File: src/rtl/efuse_boot_pkg.sv
// Shared definitions for the eFuse boot loader.
// Contents: boot sequencer state encoding and eFuse APB register map constants.
package efuse_boot_pkg;

    typedef enum logic [2:0] {
        S_RST,
        S_CMD_RD,
        S_READ,
        S_CMD_IDLE,
        S_DONE,
        S_ERR
    } state_t;

    localparam logic [31:0] EFUSE_CMD_ADDR  = 32'h0000_0000;
    localparam logic [31:0] EFUSE_DATA_BASE = 32'h0000_0200;
    localparam logic [31:0] CMD_READ        = 32'h0000_0001;
    localparam logic [31:0] CMD_IDLE        = 32'h0000_0004;

endpackage

File: src/rtl/efuse_apb_xfer.sv
// Single-transfer APB3 master engine.
// Ports:
//   PCLK, PRESETN                  clock, async active-low reset
//   req, addr, wdata, write        transfer request, held until done
//   done, rdata, err               completion pulse, read data, slave error/timeout
//   paddr, pwdata, pwrite, psel,
//   penable                        APB master outputs
//   prdata, pready, pslverr        APB master inputs
// psel follows req directly, so a new request presented in the cycle after
// done starts its SETUP phase immediately with no idle cycle in between.
module efuse_apb_xfer #(
    parameter int unsigned ADDR_W         = 12,
    parameter int unsigned TIMEOUT_CYCLES = 4096
) (
    input  logic              PCLK,
    input  logic              PRESETN,
    input  logic              req,
    input  logic [ADDR_W-1:0] addr,
    input  logic [31:0]       wdata,
    input  logic              write,
    output logic              done,
    output logic [31:0]       rdata,
    output logic              err,
    output logic [ADDR_W-1:0] paddr,
    output logic [31:0]       pwdata,
    output logic              pwrite,
    output logic              psel,
    output logic              penable,
    input  logic [31:0]       prdata,
    input  logic              pready,
    input  logic              pslverr
);

    localparam int unsigned CNT_W = (TIMEOUT_CYCLES > 1) ? $clog2(TIMEOUT_CYCLES) : 1;
    localparam logic [CNT_W-1:0] CNT_LAST = CNT_W'(TIMEOUT_CYCLES - 1);

    logic             access_q;
    logic [CNT_W-1:0] cnt_q;
    logic             timeout;

    assign timeout = access_q & ~pready & (cnt_q == CNT_LAST);
    assign done    = access_q & (pready | timeout);
    assign err     = access_q & ((pready & pslverr) | timeout);
    assign rdata   = prdata;

    assign paddr   = addr;
    assign pwdata  = wdata;
    assign pwrite  = write;
    assign psel    = req;
    assign penable = access_q;

    always_ff @(posedge PCLK or negedge PRESETN) begin
        if (!PRESETN) begin
            access_q <= 1'b0;
            cnt_q    <= '0;
        end else if (req && !access_q) begin
            access_q <= 1'b1;
            cnt_q    <= '0;
        end else if (access_q) begin
            if (done) begin
                access_q <= 1'b0;
            end else begin
                cnt_q <= cnt_q + CNT_W'(1);
            end
        end
    end

endmodule

File: src/rtl/efuse_boot_loader.sv
// Boot-time eFuse sequencer and APB bus owner.
// After reset it writes the read-mode command, shadows NUM_WORDS eFuse words,
// writes the idle command and then hands the eFuse APB port to the SoC.
// Ports:
//   PCLK, PRESETN        clock, async active-low reset
//   s_*                  SoC-side APB slave port (stalled until handover)
//   m_*                  eFuse-side APB master port
//   shadow_o             shadowed words, word i at [32i+31:32i]
//   boot_done_o          sequence ended, bus owned by SoC
//   boot_err_o           sequence aborted by timeout or slave error
module efuse_boot_loader
    import efuse_boot_pkg::*;
#(
    parameter int unsigned APB_ADDR_WIDTH = 12,
    parameter int unsigned NUM_WORDS      = 4,
    parameter int unsigned START_WORD     = 0,
    parameter int unsigned TIMEOUT_CYCLES = 4096
) (
    input  logic                      PCLK,
    input  logic                      PRESETN,
    input  logic [APB_ADDR_WIDTH-1:0] s_paddr,
    input  logic [31:0]               s_pwdata,
    input  logic                      s_pwrite,
    input  logic                      s_psel,
    input  logic                      s_penable,
    output logic [31:0]               s_prdata,
    output logic                      s_pready,
    output logic                      s_pslverr,
    output logic [APB_ADDR_WIDTH-1:0] m_paddr,
    output logic [31:0]               m_pwdata,
    output logic                      m_pwrite,
    output logic                      m_psel,
    output logic                      m_penable,
    input  logic [31:0]               m_prdata,
    input  logic                      m_pready,
    input  logic                      m_pslverr,
    output logic [NUM_WORDS*32-1:0]   shadow_o,
    output logic                      boot_done_o,
    output logic                      boot_err_o
);

    localparam int unsigned IDX_W = (NUM_WORDS > 1) ? $clog2(NUM_WORDS) : 1;

    state_t                    state;
    logic [IDX_W-1:0]          idx;
    logic [NUM_WORDS*32-1:0]   shadow_q;
    logic                      done_q;
    logic                      err_q;
    logic                      handed_q;

    logic                      x_req;
    logic                      x_write;
    logic [APB_ADDR_WIDTH-1:0] x_addr;
    logic [31:0]               x_wdata;
    logic                      x_done;
    logic                      x_err;
    logic [31:0]               x_rdata;
    logic [31:0]               word_addr;

    logic [APB_ADDR_WIDTH-1:0] e_paddr;
    logic [31:0]               e_pwdata;
    logic                      e_pwrite;
    logic                      e_psel;
    logic                      e_penable;
    logic                      hold_setup;

    // Transfer request decoded from the current state.
    always_comb begin
        x_req     = 1'b0;
        x_write   = 1'b0;
        x_addr    = '0;
        x_wdata   = '0;
        word_addr = EFUSE_DATA_BASE + ((32'(START_WORD) + 32'(idx)) << 2);
        case (state)
            S_CMD_RD: begin
                x_req   = 1'b1;
                x_write = 1'b1;
                x_addr  = APB_ADDR_WIDTH'(EFUSE_CMD_ADDR);
                x_wdata = CMD_READ;
            end
            S_READ: begin
                x_req  = 1'b1;
                x_addr = APB_ADDR_WIDTH'(word_addr);
            end
            S_CMD_IDLE: begin
                x_req   = 1'b1;
                x_write = 1'b1;
                x_addr  = APB_ADDR_WIDTH'(EFUSE_CMD_ADDR);
                x_wdata = CMD_IDLE;
            end
            default: ;
        endcase
    end

    efuse_apb_xfer #(
        .ADDR_W         (APB_ADDR_WIDTH),
        .TIMEOUT_CYCLES (TIMEOUT_CYCLES)
    ) u_xfer (
        .PCLK    (PCLK),
        .PRESETN (PRESETN),
        .req     (x_req),
        .addr    (x_addr),
        .wdata   (x_wdata),
        .write   (x_write),
        .done    (x_done),
        .rdata   (x_rdata),
        .err     (x_err),
        .paddr   (e_paddr),
        .pwdata  (e_pwdata),
        .pwrite  (e_pwrite),
        .psel    (e_psel),
        .penable (e_penable),
        .prdata  (m_prdata),
        .pready  (m_pready),
        .pslverr (m_pslverr)
    );

    always_ff @(posedge PCLK or negedge PRESETN) begin
        if (!PRESETN) begin
            state    <= S_RST;
            idx      <= '0;
            shadow_q <= '0;
            done_q   <= 1'b0;
            err_q    <= 1'b0;
            handed_q <= 1'b0;
        end else begin
            handed_q <= done_q;
            case (state)
                S_RST: state <= S_CMD_RD;
                S_CMD_RD: begin
                    if (x_done && x_err) begin
                        state  <= S_ERR;
                        done_q <= 1'b1;
                        err_q  <= 1'b1;
                    end else if (x_done) begin
                        state <= S_READ;
                        idx   <= '0;
                    end
                end
                S_READ: begin
                    if (x_done && x_err) begin
                        state  <= S_ERR;
                        done_q <= 1'b1;
                        err_q  <= 1'b1;
                    end else if (x_done) begin
                        shadow_q[32*idx +: 32] <= x_rdata;
                        if (idx == IDX_W'(NUM_WORDS - 1)) begin
                            state <= S_CMD_IDLE;
                        end else begin
                            idx <= idx + IDX_W'(1);
                        end
                    end
                end
                S_CMD_IDLE: begin
                    if (x_done && x_err) begin
                        state  <= S_ERR;
                        done_q <= 1'b1;
                        err_q  <= 1'b1;
                    end else if (x_done) begin
                        state  <= S_DONE;
                        done_q <= 1'b1;
                    end
                end
                S_DONE: ;
                S_ERR:  ;
                default: state <= S_RST;
            endcase
        end
    end

    // A SoC access already in ACCESS at handover is replayed to the eFuse as a
    // SETUP cycle first; its ready/error is held off for that cycle so the SoC
    // cannot complete against a slave that has only seen SETUP.
    assign hold_setup = done_q & ~handed_q & s_psel & s_penable;

    always_comb begin
        if (done_q) begin
            m_paddr   = s_paddr;
            m_pwdata  = s_pwdata;
            m_pwrite  = s_pwrite;
            m_psel    = s_psel;
            m_penable = s_penable & ~hold_setup;
            s_prdata  = m_prdata;
            s_pready  = m_pready & ~hold_setup;
            s_pslverr = m_pslverr & ~hold_setup;
        end else begin
            m_paddr   = e_paddr;
            m_pwdata  = e_pwdata;
            m_pwrite  = e_pwrite;
            m_psel    = e_psel;
            m_penable = e_penable;
            s_prdata  = '0;
            s_pready  = 1'b0;
            s_pslverr = 1'b0;
        end
    end

    assign shadow_o    = shadow_q;
    assign boot_done_o = done_q;
    assign boot_err_o  = err_q;

endmodule

File: config.mk
export PLATFORM = sky130hd
export DESIGN_NAME = efuse_boot_loader
export DESIGN_NICKNAME = d
export VERILOG_FILES = /design/src/rtl/efuse_boot_pkg.sv /design/src/rtl/efuse_apb_xfer.sv /design/src/rtl/efuse_boot_loader.sv
export SDC_FILE = /design/constraint.sdc
export NUM_CORES = 1
export LEC_CHECK = 0
export BUFFER_PORTS_ARGS = -buffer_cell sky130_fd_sc_hd__buf_2
export CORE_ASPECT_RATIO = 1.1
export CORE_MARGIN = 5
export CORE_UTILIZATION = 30
export DETAILED_ROUTE_END_ITERATION = 7
export PLACE_DENSITY = 0.57
export SYNTH_ARGS = -nofsm -noshare
export SYNTH_HDL_FRONTEND = slang
export SYNTH_SLANG_ARGS = --single-unit
File: constraint.sdc
create_clock -name PCLK -period 4.48 [get_ports PCLK]
set_clock_uncertainty 0.1 [all_clocks]
set_input_delay 1.344 -clock PCLK [delete_from_list [all_inputs] [get_ports PCLK]]
set_output_delay 1.344 -clock PCLK [all_outputs]
set_load 0.02 [all_outputs]
==> out/metrics.yaml <==
final_layout:
  final_common_cell: "buf_2"
  area_growth_pct: 33.7
  insertedDiodeCount: 0
  multi_input_comb_area_mm2: 0.00286
  fin_util: 0.403
  regArea_mm2: 0.00373
  fin_nets: 1156
  layout_common_cells: "buf_2 (292), nand2_1 (276), dfrtp_1 (148)"
  stdcell_area_mm2: 0.00913
  drive_above_1_share: 0.320
  final.fill_count: 2344
routing:
  vias_per_cell: 4.55
  drt_pass1_iterations: 4
  finalWirelength_um: 22200
  ant_nets: 0
  drtIter0Drc: 229
  drc: 0
  vias: 6276
  wl_per_cell_um: 16.1
pwr:
  p_per_area_mw_per_mm2: 308
  leakage_uw: 0.00481
  irDropWorstVdd_uv: 230
sta:
  timing.final.ws_setup_ns: 0.926
  worst_pin_slew_ns: 0.944
  setup_viol_count_final: 0
  drv_slew: 0
  rsz0062_at_grt: "false"
  tns_ns: 0
  fin_crit_sh: 0.793
  hold_ws_ns: 0.374
  hold_viol: 0
  slew_headroom: 0.367
  min_period_ns: 3.55
  fmax_mhz: 281
run_status:
  status: "finished clean"
synth:
  syn_area_per_cell_um2: 8.59
  netlist_area_mm2: 0.00683
  netlist.area_leader.share: 0.546
  async_flop_share: 1.00
  synthCells: 795
  ys_ff_latch: 149
  yosys.area.top_type: "dfrtp_1"
  syn_nets: 885
  ys_types: 39
  synth_edf_count: 0
  ys_seq_area_frac: 0.546
  synthFlopType: "dfrtp_1"
  yosysWarnings: 0
  ys_top_cells_by_area: "dfrtp_1 (55%), nand2_1 (15%), o21ai_0 (9.5%)"
floorplanning:
  placementRows: 58
  io_pins: 294
  dieArea_mm2: 0.0259
  die_y_um: 168
  die_x_um: 154
  initial_core_util: 0.302
  core_region_area_mm2: 0.0226
clock_network:
  cts-hold-fix-buffers: 0
  cts_tree: "yes"
  cts_num_sinks: 149
  post_cts_resized: 0
  h-tree-depth: 4
  cts.clk_slew.worst_paths_ns: 0.06
  cts_buffer_depth: 2
  cts_inserted_buffers: 17
  cts-root-buf: "clkbuf_16"
  clk_latency_ns: 0.42
  cts_setup_buffers: 0
worst_setup_path:
  crit_required_ns: 3.04
  crit_path_start_kind: "flip-flop"
  r2r-start: "idx[0]"
  r2r_cells: 6
  crit_start: "state[1]"
  r2r_end: "shadow_o[115]"
  critPathArrivalTime_ns: 2.11
  rrSetupSlack_ns: 1.80
  endpoint_kind: "primary output"
  critical_path.max_fanout: 12
  criticalPathCategory: "flip-flop to primary output"
  endpoint: "m_paddr[3]"
placement:
  dpl.hpwl_um: 15800
  gp_congestion: 0.827
  port_buffers: 293
  dpl_cell_area_mm2: 0.00858
  dp_slack_ns: 1.10
grt:
  grt_pass1_vias: 6305
  overflow: 0
  grt_pass1_wl_um: 35400
  grt_max_degree: 85
  antenna_found_initial: 1
  grt_usage: 0.172
flow_run:
  drv_cap: 0
worst_hold_path:
  min_path_type: "flip-flop to flip-flop"
cells in the mapped netlist (all sizes together) (3+ instances only):
cell type / instances
a21oi: 5
and2: 72
and3: 4
and4: 3
buf: 4
clkbuf: 51
dfrtp: 149
ha: 7
inv: 9
mux2i: 3
nand2: 276
nand2b: 8
nand3: 8
nand4: 6
nor2: 9
nor2b: 3
nor3: 6
nor4: 3
o21ai: 142
o31ai: 4
xnor2: 3
stage by stage:
step	power, µW	std cells
final	2810	1379
after global placement	1480	1347
after global routing	2920	1379
after detailed placement	1480	1347
after floorplan	1390	795
after CTS	2850	1379
sequential cells by signal (all words and copies together) (netlist names):
signal / cells
boot_done_o: 1
boot_err_o: 1
u_xfer.penable: 1
state: 3
shadow_o: 128
handed_q: 1
idx: 2
u_xfer.cnt_q: 12
area by class of cell:
cell class	count	area share
inverter	9	0.00370
multi-input combinational	582	0.313
tap	300	0.0411
sequential	149	0.408
timing repair buffer	307	0.174
clock buffer	18	0.0470
clock inverter	14	0.0129
critical path, cell delays in order (launching register included):
cell and delay (ns):
dfrtp_1 0.56, nor2b_1 0.46, and2_1 0.26, nand2_1 0.07
o21ai_0 0.15, buf_2 0.19
routing by layer:
metal | vias to the layer above | GRT usage | wire, µm
li1 | 3139 | - | -
met1 | 2904 | 0.217 | 9770
met5 | - | 0 | 12
met4 | 2 | 0.0576 | 462
met2 | 202 | 0.288 | 10800
met3 | 29 | 0.0429 | 1230
how the worst min path moves through the flow:
stage                               start  depth (start not counted)               to
after floorplan           u_xfer.cnt_q[0]                          1  u_xfer.cnt_q[0]
after global placement        shadow_o[4]                          2      shadow_o[4]
after detailed placement      shadow_o[8]                          2      shadow_o[8]
after CTS                    shadow_o[62]                          2     shadow_o[62]
after global routing         shadow_o[53]                          2     shadow_o[53]
final                        shadow_o[30]                          2     shadow_o[30]
cell families after synthesis:
logic type,Yosys count,synth area share
fa+ha+maj,8,0.0143
mux,4,0.00604
xor+xnor,3,0.00385
flops,149,0.546
compound gates,163,0.126
simple gates,404,0.266
buf+inv,64,0.0386
where the power goes:
part,internal [µW],switching (µW)
logic,36.4,67.6
clock network,726,628
registers,1350,3.35
Note: power is estimated with default switching activity, not from simulation.
